### config.mk
export PLATFORM = sky130hd
export DESIGN_NAME = uart_block_packer
export DESIGN_NICKNAME = d
export VERILOG_FILES = /design/src/rtl/uart_block_packer.sv
export SDC_FILE = /design/constraint.sdc
export NUM_CORES = 1
export LEC_CHECK = 0
export BUFFER_PORTS_ARGS = -buffer_cell sky130_fd_sc_hd__buf_2
export CAP_MARGIN = 0
export CORE_UTILIZATION = 54
export DETAILED_ROUTE_END_ITERATION = 16
export HOLD_SLACK_MARGIN = 0.05
export PLACE_DENSITY = 0.75
export SYNTH_ARGS = -nofsm -noshare
export SYNTH_HDL_FRONTEND = slang
export SYNTH_SLANG_ARGS = --single-unit
### constraint.sdc
create_clock -name clk -period 4.5 [get_ports clk]
set_input_delay 0.45 -clock clk [delete_from_list [all_inputs] [get_ports clk]]
set_output_delay 0.45 -clock clk [all_outputs]
set_load 0.05 [all_outputs]
### src/rtl/uart_block_packer.sv
// Packs the UART byte stream into 128-bit blocks and hands each one to the AES block FIFO.
// Optional inter-byte timeout: define UART_BLOCK_PACKER_BYTE_TIMEOUT_EN.
//
// state     | meaning
// S_COLLECT | accepting bytes into the shift register
// S_WAIT    | block complete, waiting for a free FIFO slot; bytes dropped
// S_WRITE   | one-cycle write strobe to the FIFO; bytes dropped
// S_GAP     | FIFO finishing its write sequence; bytes accepted again
module uart_block_packer #(
    parameter int WR_GAP         = 3,
    parameter int TIMEOUT_CYCLES = 100000
) (
    input  logic         clk,
    input  logic         reset,
    input  logic [7:0]   rx_data,
    input  logic         rx_valid,
    input  logic         fifo_overflow,
    output logic [127:0] fifo_d_in,
    output logic         fifo_write_en,
    output logic [3:0]   byte_cnt,
    output logic         busy,
    output logic         drop_err,
    output logic [7:0]   drop_cnt,
    output logic         timeout_err
);

    typedef enum logic [1:0] {
        S_COLLECT = 2'd0,
        S_WAIT    = 2'd1,
        S_WRITE   = 2'd2,
        S_GAP     = 2'd3
    } state_t;

    state_t         state_q, state_d;
    logic [127:0]   shreg_q, shreg_d;
    logic [127:0]   fifo_d_in_q, fifo_d_in_d;
    logic           write_en_q, write_en_d;
    logic [3:0]     byte_cnt_q, byte_cnt_d;
    logic [3:0]     gap_q, gap_d;
    logic           drop_err_q, drop_err_d;
    logic [7:0]     drop_cnt_q, drop_cnt_d;
    logic           collecting;

`ifdef UART_BLOCK_PACKER_BYTE_TIMEOUT_EN
    localparam int IDLE_W = $clog2(TIMEOUT_CYCLES + 1);
    localparam logic [IDLE_W-1:0] IDLE_LOAD = IDLE_W'(TIMEOUT_CYCLES);
    logic [IDLE_W-1:0] idle_q, idle_d;
    logic              timeout_err_q, timeout_err_d;
`endif

    assign collecting = (state_q == S_COLLECT) || (state_q == S_GAP);

    always_comb begin
        state_d     = state_q;
        shreg_d     = shreg_q;
        fifo_d_in_d = fifo_d_in_q;
        write_en_d  = 1'b0;
        byte_cnt_d  = byte_cnt_q;
        gap_d       = gap_q;
        drop_err_d  = 1'b0;
        drop_cnt_d  = drop_cnt_q;
`ifdef UART_BLOCK_PACKER_BYTE_TIMEOUT_EN
        idle_d        = IDLE_LOAD;
        timeout_err_d = 1'b0;
`endif

        if (rx_valid) begin
            if (collecting) begin
                shreg_d    = {shreg_q[119:0], rx_data};
                byte_cnt_d = byte_cnt_q + 4'd1;
            end else begin
                drop_err_d = 1'b1;
                if (drop_cnt_q != 8'hFF) begin
                    drop_cnt_d = drop_cnt_q + 8'd1;
                end
            end
        end

        case (state_q)
            S_COLLECT: begin
                if (rx_valid && (byte_cnt_q == 4'd15)) begin
                    state_d = S_WAIT;
                end
            end
            S_WAIT: begin
                if (!fifo_overflow) begin
                    fifo_d_in_d = shreg_q;
                    write_en_d  = 1'b1;
                    state_d     = S_WRITE;
                end
            end
            S_WRITE: begin
                gap_d   = 4'(WR_GAP - 1);
                state_d = S_GAP;
            end
            S_GAP: begin
                // Unreachable while WR_GAP < 16, kept so a full block is never lost.
                if (rx_valid && (byte_cnt_q == 4'd15)) begin
                    state_d = S_WAIT;
                end else if (gap_q == 4'd0) begin
                    state_d = S_COLLECT;
                end else begin
                    gap_d = gap_q - 4'd1;
                end
            end
            default: state_d = S_COLLECT;
        endcase

`ifdef UART_BLOCK_PACKER_BYTE_TIMEOUT_EN
        // Idle down-counter restarts on every accepted byte and whenever no partial block exists.
        if (collecting && (byte_cnt_q != 4'd0) && !rx_valid) begin
            if (idle_q == IDLE_W'(1)) begin
                byte_cnt_d    = 4'd0;
                shreg_d       = '0;
                timeout_err_d = 1'b1;
            end else begin
                idle_d = idle_q - IDLE_W'(1);
            end
        end
`endif
    end

    always_ff @(posedge clk or negedge reset) begin
        if (!reset) begin
            state_q     <= S_COLLECT;
            shreg_q     <= '0;
            fifo_d_in_q <= '0;
            write_en_q  <= 1'b0;
            byte_cnt_q  <= 4'd0;
            gap_q       <= 4'd0;
            drop_err_q  <= 1'b0;
            drop_cnt_q  <= 8'd0;
        end else begin
            state_q     <= state_d;
            shreg_q     <= shreg_d;
            fifo_d_in_q <= fifo_d_in_d;
            write_en_q  <= write_en_d;
            byte_cnt_q  <= byte_cnt_d;
            gap_q       <= gap_d;
            drop_err_q  <= drop_err_d;
            drop_cnt_q  <= drop_cnt_d;
        end
    end

`ifdef UART_BLOCK_PACKER_BYTE_TIMEOUT_EN
    always_ff @(posedge clk or negedge reset) begin
        if (!reset) begin
            idle_q        <= IDLE_LOAD;
            timeout_err_q <= 1'b0;
        end else begin
            idle_q        <= idle_d;
            timeout_err_q <= timeout_err_d;
        end
    end

    assign timeout_err = timeout_err_q;
`else
    assign timeout_err = 1'b0;
`endif

    assign fifo_d_in     = fifo_d_in_q;
    assign fifo_write_en = write_en_q;
    assign byte_cnt      = byte_cnt_q;
    assign busy          = (state_q == S_WAIT) || (state_q == S_WRITE);
    assign drop_err      = drop_err_q;
    assign drop_cnt      = drop_cnt_q;

endmodule

==> results of run 1 <==
[area by class of cell]
class	instances	area, µm²	area share
Clock buffer	39	791	0.0635
Inverter	6	25.0	0.00201
Multi-Input combinational cell	571	3380	0.272
Sequential cell	276	6910	0.555
Antenna cell	1	2.50	0.000201
Tap cell	260	325	0.0261
Clock inverter	8	165	0.0133
Timing Repair Buffer	161	846	0.0680
[per-layer routing]
layer / vias to the layer above / GRT usage / routed length [µm]
li1: 3185 / - / -
met1: 3318 / 0.323 / 9660
met2: 154 / 0.322 / 9320
met3: 25 / 0.0412 / 1060
met4: 2 / 0.0543 / 327
met5: - / 0 / 13
[sequential cells by signal, summed over array words and instances, names as in the netlist]
name	cells
shreg_q	128
drop_err	1
fifo_write_en	1
fifo_d_in	128
gap_q	4
state_q	2
byte_cnt	4
drop_cnt	8
[kinds of logic (layout without fill, tap and decap cells)]
kind of cell	Yosys count	count (layout)	share of synthesized area
other	1	2	0.000356
xor gates and xnor gates	10	10	0.00832
DFF	276	276	0.656
adders and majority gates	8	8	0.00951
muxes	132	132	0.142
AOI/OAI and AO/OA	11	11	0.00821
buffers and inverters	50	214	0.0233
and+or+nand+nor	409	409	0.152
[worst paths after layout]
| kind | startpoint | end | slack, ns | cells past startpoint |
|---|---|---|---|---|
| max | state_q[1] | fifo_d_in[124] | 1.73 | 7 |
| min | reset | fifo_d_in[0] | 0.05 | 1 |
| max reg2reg | state_q[1] | fifo_d_in[124] | 1.73 | 7 |
| min reg2reg | fifo_d_in[123] | fifo_d_in[123] | 0.47 | 2 |
| max in group asynchronous | reset | gap_q[2] | 3.34 | 2 |
| min in group clk | rx_data[7] | shreg_q[7] | 0.16 | 2 |
[Yosys cell counts, drive strengths merged]
cell type    n
or2b         2
ha           8
or3b         1
nand2b       2
conb         1
mux2i        1
nor4         1
inv          6
mux2       131
nand3        1
o21ai        2
and4         1
a31oi        2
a21oi        3
nor2b        1
a211o        1
xor2         2
and3         3
buf         29
nand3b       1
nand4        4
nand2      392
dfrtp      276
clkbuf      15
xnor2        8
o221ai       1
a2bb2oi      1
a31o         1
[stage by stage]
step / utilization / std cells / worst slack, ns / hold slack, ns
6_report: 0.659 / 1322 / 1.73 / 0.0491
5_1_grt: 0.659 / 1321 / 1.44 / 0.126
4_1_cts: 0.659 / 1321 / 1.68 / 0.0973
3_5_place_dp: 0.608 / 1274 / 1.72 / 0.447
3_3_place_gp: 0.608 / 1274 / 1.82 / 0.449
2_1_floorplan: - / 897 / 2.47 / 0.154
==> flow_summary.ini, run 1 <==
[outcome]
status = finished clean

[placed_design]
io_buffers = 154
gp_congestion = 0.762
placedInstanceArea_mm2 = 0.0115
dpl.hpwl_um = 12600

[timing]
clock.fmax_mhz = 361
final_hold_viol_count = 0
setup_violations = 0
finClkSkew_ns = 0.0142
max_slew_margin = 0.267
timing_max_transition_violations_final = 0
rsz0062_at_grt = no
fin_setup_tns_ns = 0
post-route-period-util = 0.616
timing_worst_slew_pin_value_ns = 1.10
layout_min_cycle_time_ns = 2.77

[synthesis]
yosys_register_bits = 276
syn-num-nets = 917
synth.distinct_cells = 35
netlist_instances = 897
synthesis.area_mm2 = 0.0105
post_synth_main_area_contributors = sky130_fd_sc_hd__dfrtp_1 66%, sky130_fd_sc_hd__nand2_1 14%, sky130_fd_sc_hd__mux2_2 14%
yosysSeqAreaShare = 0.656
synth.avg_cell_area_um2 = 11.7
synth_area_leader_cell = sky130_fd_sc_hd__dfrtp_1
yosysWarnings = 0
yosysTopAreaCellShare = 0.656

[critical_path]
critical_path.max_stage_delay_ns = 0.97
cp_data_arrival_time_ns = 3.22
timing.critical_path.mode_cell = sky130_fd_sc_hd__nand2_1
worstSetupPathType = flip-flop to flip-flop
setup.worst_path.end_class = flip-flop
worst-path-max-fanout = 108
critical_path.slowest_cell = sky130_fd_sc_hd__inv_4
cp-start-kind = flip-flop
timing.critical_path.buf_inv = 3
critical_path.cell_chain = inv_1 > ha_1 > nand2b_4 > inv_4 > buf_4 > nand2_1 > nand2_1
worst_path_dominant_cell_family = buffers and inverters
critPathRequiredTime_ns = 4.95

[global_route]
initial_antenna_violation_count = 2
wire_length_of_the_first_global_routing_pass_um = 34200
vias_in_the_first_global_route = 6557
grt_overflow = 0
pin_count_of_the_biggest_net_entering_global_routing = 135
grt_usage = 0.214

[clock_tree]
post_cts_resize_count = 0
cts_inserted_buffers = 27
cts_setup_buffers = 0
htree_levels = 1
clkLatencyLatePin_ns = 0.53
clock_tree.root_cell = sky130_fd_sc_hd__clkbuf_16
clkTransAtPathRegs_ns = 0.06
cts_tree = built
clock_path_buffers = 3
cts_stage_hold_buffer_count = 0
cts.sink_count = 276

[detailed_routing]
postRouteAntennaNets = 0
drt_drc_violations_left = 0
drt_total_wl_um = 20400
wl_per_cell_um = 15.4
route.vias.total = 6684
via_per_inst = 5.06
drtIter0Drc = 387
detailedRoute.firstPassIterationCount = 4

[layout]
final_layout_size_suffix_gt1_frac = 0.325
area_delta_synth_final_pct = 18.3
num-nets-final = 1063
mostFrequentLayoutCell = sky130_fd_sc_hd__nand2_1
commonest_cells_after_routing_fill_and_taps_aside = 392 x sky130_fd_sc_hd__nand2_1, 276 x sky130_fd_sc_hd__dfrtp_1, 153 x sky130_fd_sc_hd__buf_2
final_area_mm2 = 0.0124
fillerInstances = 1489

[die]
core_area_mm2 = 0.0189
floorplan.initialDensity = 0.557
rows = 50
die-width_um = 142
die_height_um = 142
die_area_mm2 = 0.0200
top_level_ports = 156

[job]
timing.max_cap.violations = 0

[min_path]
min-delay-path-class = primary input to async pin
Power of run 1 is not shown: default switching activity piles up to over one toggle a cycle in this logic, so the estimate is an artifact.
==> run 2, diff against run 1 <==
ABC_AREA = 1   (was unset)
CORE_UTILIZATION = 51   (was 54)
PLACE_DENSITY = 0.74   (was 0.75)
clock period = 2.2 ns   (was 4.5 ns; I/O delays follow)
==> run 2 against run 1 <==
Net effect: clock skew is 0.0070 ns lower; hold slack improved by 0.041 ns; via count is 12% higher; critical path type is now flip-flop to output port; critical path depth fell by 4.
==> flow_summary.ini, run 2 <==
[synthesis]
synth_area_leader_cell = sky130_fd_sc_hd__dfrtp_1
syn-num-nets = 1116
yosysSeqAreaShare = 0.625
most_frequent_cell_after_synthesis = sky130_fd_sc_hd__nand2_1
yosysWarnings = 0
yosysTopAreaCellShare = 0.625
asyncSetResetFlopFracSynth = 1.00
synth.cells.most_frequent = 312 x sky130_fd_sc_hd__nand2_1, 276 x sky130_fd_sc_hd__dfrtp_1, 137 x sky130_fd_sc_hd__inv_1, 133 x sky130_fd_sc_hd__o21ai_0, 100 x sky130_fd_sc_hd__o21ai_2
synth.distinct_cells = 24
synth_enable_flop_cells = 0
ys.flop_type = sky130_fd_sc_hd__dfrtp_1
netlist_instances = 1096
yosys_register_bits = 276
synthesis.area_mm2 = 0.0110
synth.avg_cell_area_um2 = 10.1
post_synth_main_area_contributors = sky130_fd_sc_hd__dfrtp_1 63%, sky130_fd_sc_hd__nand2_1 11%, sky130_fd_sc_hd__o21ai_2 7.9%

[outcome]
status = finished clean

[detailed_routing]
via_per_inst = 4.85
drt_total_wl_um = 21700
route.vias.total = 7494
wl_per_cell_um = 14.0
detailedRoute.firstPassIterationCount = 4
drtIter0Drc = 351
postRouteAntennaNets = 0
drt_drc_violations_left = 0

[global_route]
grt_overflow = 0
pin_count_of_the_biggest_net_entering_global_routing = 97
grt_usage = 0.200
initial_antenna_violation_count = 0
vias_in_the_first_global_route = 7242
wire_length_of_the_first_global_routing_pass_um = 36000

[clock_tree]
cts_inserted_buffers = 27
cts_tree = built
clock_tree.root_cell = sky130_fd_sc_hd__clkbuf_16
post_cts_resize_count = 0
cts_setup_buffers = 0
cts.sink_count = 276
clkTransAtPathRegs_ns = 0.06
clock_path_buffers = 3
clkLatencyLatePin_ns = 0.52
htree_levels = 1

[timing]
rsz0062_at_grt = no
finClkSkew_ns = 0.00725
timing_max_transition_violations_final = 0
timing_worst_slew_pin_value_ns = 0.575
post-route-period-util = 0.878
setup_violations = 0
fin_setup_tns_ns = 0
layout_min_cycle_time_ns = 1.93
max_slew_margin = 0.617
clock.fmax_mhz = 518
final_hold_viol_count = 0

[die]
die_area_mm2 = 0.0223
core_area_mm2 = 0.0212
die_height_um = 149
floorplan.initialDensity = 0.522
rows = 53
top_level_ports = 156
die-width_um = 149

[critical_path]
critPathRequiredTime_ns = 1.98
worst-path-max-fanout = 5
cp_data_arrival_time_ns = 1.71
worstSetupPathType = flip-flop to output port
cp-start-kind = flip-flop
setup.worst_path.end_class = output port

[placed_design]
gp_congestion = 0.790
io_buffers = 154
dpl.hpwl_um = 14400
placedInstanceArea_mm2 = 0.0120

[layout]
commonest_cells_after_routing_fill_and_taps_aside = 312 x sky130_fd_sc_hd__nand2_1, 276 x sky130_fd_sc_hd__dfrtp_1, 153 x sky130_fd_sc_hd__buf_2
fillerInstances = 1728
ff_latch_area_mm2 = 0.00691
area_delta_synth_final_pct = 18.3
final_layout_size_suffix_gt1_frac = 0.254
multi_input_gate_area_in_the_final_layout_mm2 = 0.00321
num-nets-final = 1270
final_area_mm2 = 0.0131
finish.utilization = 0.618
diodes = 0
mostFrequentLayoutCell = sky130_fd_sc_hd__nand2_1

[power_and_ir_drop]
static-leakage-power_uw = 0.00665
power_density_mw_per_mm2 = 1750
power.ir.vdd_worst_uv = 1240

[job]
timing.max_cap.violations = 0

[min_path]
min-delay-path-class = primary input to flip-flop
-- run 2: cell types whose count changed after synthesis, sizes merged, moves of 10 or more --
cell   previous run  this run
o21ai             2       245
inv               6       138
mux2            131         1
nand2           392       313
nor2              0        24
buf              29        42
nand3             1        11
-- run 2: layer usage --
layer	vias to the layer above	part of all wire	track usage
met3	37	0.051	0.0373
met2	171	0.47	0.323
li1	3759	-	-
met1	3527	0.46	0.279
met5	-	0	0
met4	0	0.019	0.0520
-- run 2: layout make-up --
class | count | share of cell area
clock inverters | 11 | 0.0123
flip-flops and latches | 276 | 0.528
multi-input cells | 626 | 0.246
clock buffers | 37 | 0.0607
well taps | 275 | 0.0263
repair buffers | 181 | 0.0865
inverters | 138 | 0.0402
-- run 2: cell families (layout without fill, tap and decap cells) --
family	Yosys count	in the layout	synth area share
AO/OA/AOI/OAI	256	256	0.150
flip-flops	276	276	0.625
AND/OR/NAND/NOR	354	354	0.124
XOR/XNOR	6	6	0.00476
other	1	1	0.000339
adder cells (fa/ha/maj)	8	8	0.00906
multiplexers	1	1	0.00102
buffers and inverters	194	367	0.0853
-- run 2: per-stage QoR --
step / hold slack [ns] / total power (µW) / setup slack [ns] / std cells
floorplan: -0.0756 / 15800 / 0.248 / 1096
global placement: 0.217 / 17900 / 0.402 / 1487
detailed placement: 0.221 / 18200 / 0.298 / 1487
CTS: 0.0737 / 23100 / 0.246 / 1544
global route: 0.0858 / 24400 / 0.0591 / 1544
finish: 0.0902 / 22900 / 0.269 / 1544
-- run 2: worst max-delay path, cell delays in order, from the launching register on --
cell and delay, ns:
sky130_fd_sc_hd__dfrtp_1 0.41, sky130_fd_sc_hd__inv_1 0.11, sky130_fd_sc_hd__ha_1 0.36, sky130_fd_sc_hd__buf_2 0.31
-- run 2: power by group --
part / switching [µW] / internal [µW]
Combinational: 7390 / 2420
Sequential: 1170 / 7060
Clock: 1900 / 2980
Total: 10500 / 12500
-- run 2: worst paths after layout --
path | slack, ns | end | from | cells past startpoint
worst max-delay path | 0.27 | busy | state_q[0] | 3
worst min-delay path | 0.09 | fifo_write_en | fifo_overflow | 3
worst max register to register | 0.28 | shreg_q[87] | state_q[0] | 6
worst min register to register | 0.47 | fifo_d_in[124] | fifo_d_in[124] | 2
max in group asynchronous | 1.19 | fifo_d_in[52] | reset | 3
min in group asynchronous | 0.25 | fifo_d_in[93] | reset | 2
-- run 2: timing repair --
action,in CTS,in global routing
endpoints found under the setup margin,0,0
endpoints found under the hold margin,71,0
hold buffers,9,0
(Power assumes the default switching activity.)
==> run 3, diff against run 2 <==
ABC_CLOCK_PERIOD_IN_PS = 2000   (was unset)
CORE_UTILIZATION = 54   (was 51)
PLACE_DENSITY = 0.75   (was 0.74)
clock period = 2 ns   (was 2.2 ns; I/O delays follow)
==> run 3 against run 2 <==
Net effect: hold slack improved by 0.083 ns; combinational power up 13%; power increased by 12%.
==> flow_summary.ini, run 3 (synthesis gave the netlist of run 2 again) <==
[layout]
fillerInstances = 1553
mostFrequentLayoutCell = sky130_fd_sc_hd__nand2_1
final_area_mm2 = 0.0132
commonest_cells_after_routing_fill_and_taps_aside = 312 x sky130_fd_sc_hd__nand2_1, 276 x sky130_fd_sc_hd__dfrtp_1, 152 x sky130_fd_sc_hd__buf_2
area_delta_synth_final_pct = 19.4
num-nets-final = 1282
final_layout_size_suffix_gt1_frac = 0.260
diodes = 0

[detailed_routing]
drtIter0Drc = 530
drt_total_wl_um = 22900
postRouteAntennaNets = 0
detailedRoute.firstPassIterationCount = 5
route.vias.total = 7696
drt_drc_violations_left = 0
via_per_inst = 4.97
wl_per_cell_um = 14.8

[clock_tree]
cts.sink_count = 276
cts_inserted_buffers = 27
cts_tree = built
clock_tree.root_cell = sky130_fd_sc_hd__clkbuf_16
htree_levels = 1
clkLatencyLatePin_ns = 0.52
clock_path_buffers = 3
clkTransAtPathRegs_ns = 0.06

[min_path]
min-delay-path-class = primary input to async pin

[placed_design]
io_buffers = 154
placement.setup.worst_slack_ns = 0.135
gp_congestion = 0.782
dpl.hpwl_um = 15200
placedInstanceArea_mm2 = 0.0121

[global_route]
grt_usage = 0.224
vias_in_the_first_global_route = 7549
wire_length_of_the_first_global_routing_pass_um = 38600
initial_antenna_violation_count = 0
pin_count_of_the_biggest_net_entering_global_routing = 54
grt_overflow = 0

[timing]
rsz0062_at_grt = no
timing_max_transition_violations_final = 0
setup_violations = 0
finClkSkew_ns = 0.00753
fin_setup_tns_ns = 0
worst_slack_ns = 0.114
layout_min_cycle_time_ns = 1.89
final_hold_viol_count = 0
post-route-period-util = 0.943
timing.hold.ws_ns = 0.173
clock.fmax_mhz = 530

[die]
die_area_mm2 = 0.0210
core_area_mm2 = 0.0198
rows = 51
floorplan.initialDensity = 0.559
top_level_ports = 156
die_height_um = 145
die-width_um = 145

[power_and_ir_drop]
power_density_mw_per_mm2 = 1940
power.ir.vdd_worst_uv = 1250
p_total_uw = 25600
static-leakage-power_uw = 0.00671

[critical_path]
worstSetupPathType = flip-flop to output port
critPathRequiredTime_ns = 1.80
setup.worst_path.end_class = output port
reg2reg_setup_slack_ns = 0.19
cp_data_arrival_time_ns = 1.69
worst-path-max-fanout = 5
cp-start-kind = flip-flop

[job]
timing.max_cap.violations = 0

[outcome]
status = finished clean
## run 3: changes by cell type in the layout (fill, tap and decap cells not counted)
cell,previous run,this run
sky130_fd_sc_hd__dlygate4sd3_1,9,11
sky130_fd_sc_hd__clkbuf_1,2,3
sky130_fd_sc_hd__inv_2,0,1
sky130_fd_sc_hd__nand2_4,0,1
sky130_fd_sc_hd__buf_12,10,11
sky130_fd_sc_hd__buf_4,8,15
sky130_fd_sc_hd__buf_6,0,1
sky130_fd_sc_hd__inv_6,0,1
sky130_fd_sc_hd__inv_1,137,136
sky130_fd_sc_hd__buf_2,153,152
sky130_fd_sc_hd__clkinvlp_4,1,2
sky130_fd_sc_hd__clkinv_4,1,0
sky130_fd_sc_hd__clkbuf_4,0,1
## run 3: critical path: stages, from the launching register on
cell	delay, ns
sky130_fd_sc_hd__dfrtp_1	0.41
sky130_fd_sc_hd__inv_1	0.12
sky130_fd_sc_hd__ha_1	0.37
sky130_fd_sc_hd__clkbuf_4	0.26
## run 3: stage by stage
step	utilization	cells
global placement	0.612	1486
floorplan	-	1096
detailed placement	0.612	1486
CTS	0.666	1547
global route	0.667	1548
finish	0.667	1548
## run 3: cell type report
class,instances,area (µm²),area share
sequential,276,6910,0.524
multi-input combinational,627,3220,0.244
timing repair buffer,192,1240,0.0938
clock buffer,38,797,0.0604
inverter,138,526,0.0398
tap,265,332,0.0251
clock inverter,12,169,0.0128
## run 3: timing repair
item,in CTS,in global routing
gates resized for setup,0,3
setup buffers,0,0
endpoints found under the hold margin,233,0
endpoints found under the setup margin,0,9
hold buffers,11,0
## run 3: layer usage
metal | track usage | share of wire | up-vias
li1 | - | - | 3771
met1 | 0.330 | 0.46 | 3680
met2 | 0.350 | 0.47 | 204
met3 | 0.0336 | 0.048 | 41
met4 | 0.0553 | 0.021 | 0
met5 | 0 | 0 | -
## run 3: report_power, final
group	internal [µW]	leakage [µW]	switching [µW]
clock network	3290	0.000475	2090
logic	2810	0.00262	8340
registers	7770	0.00362	1290
## run 3: path summary, 6_finish.rpt
path	startpoint	end	cells after the start
worst min register to register	fifo_d_in[123]	fifo_d_in[123]	2
min in group clk	rx_data[4]	shreg_q[4]	4
worst max-delay path	state_q[0]	busy	3
max in group asynchronous	reset	drop_cnt[5]	3
worst max register to register	state_q[0]	shreg_q[71]	7
worst min-delay path	reset	fifo_d_in[90]	2
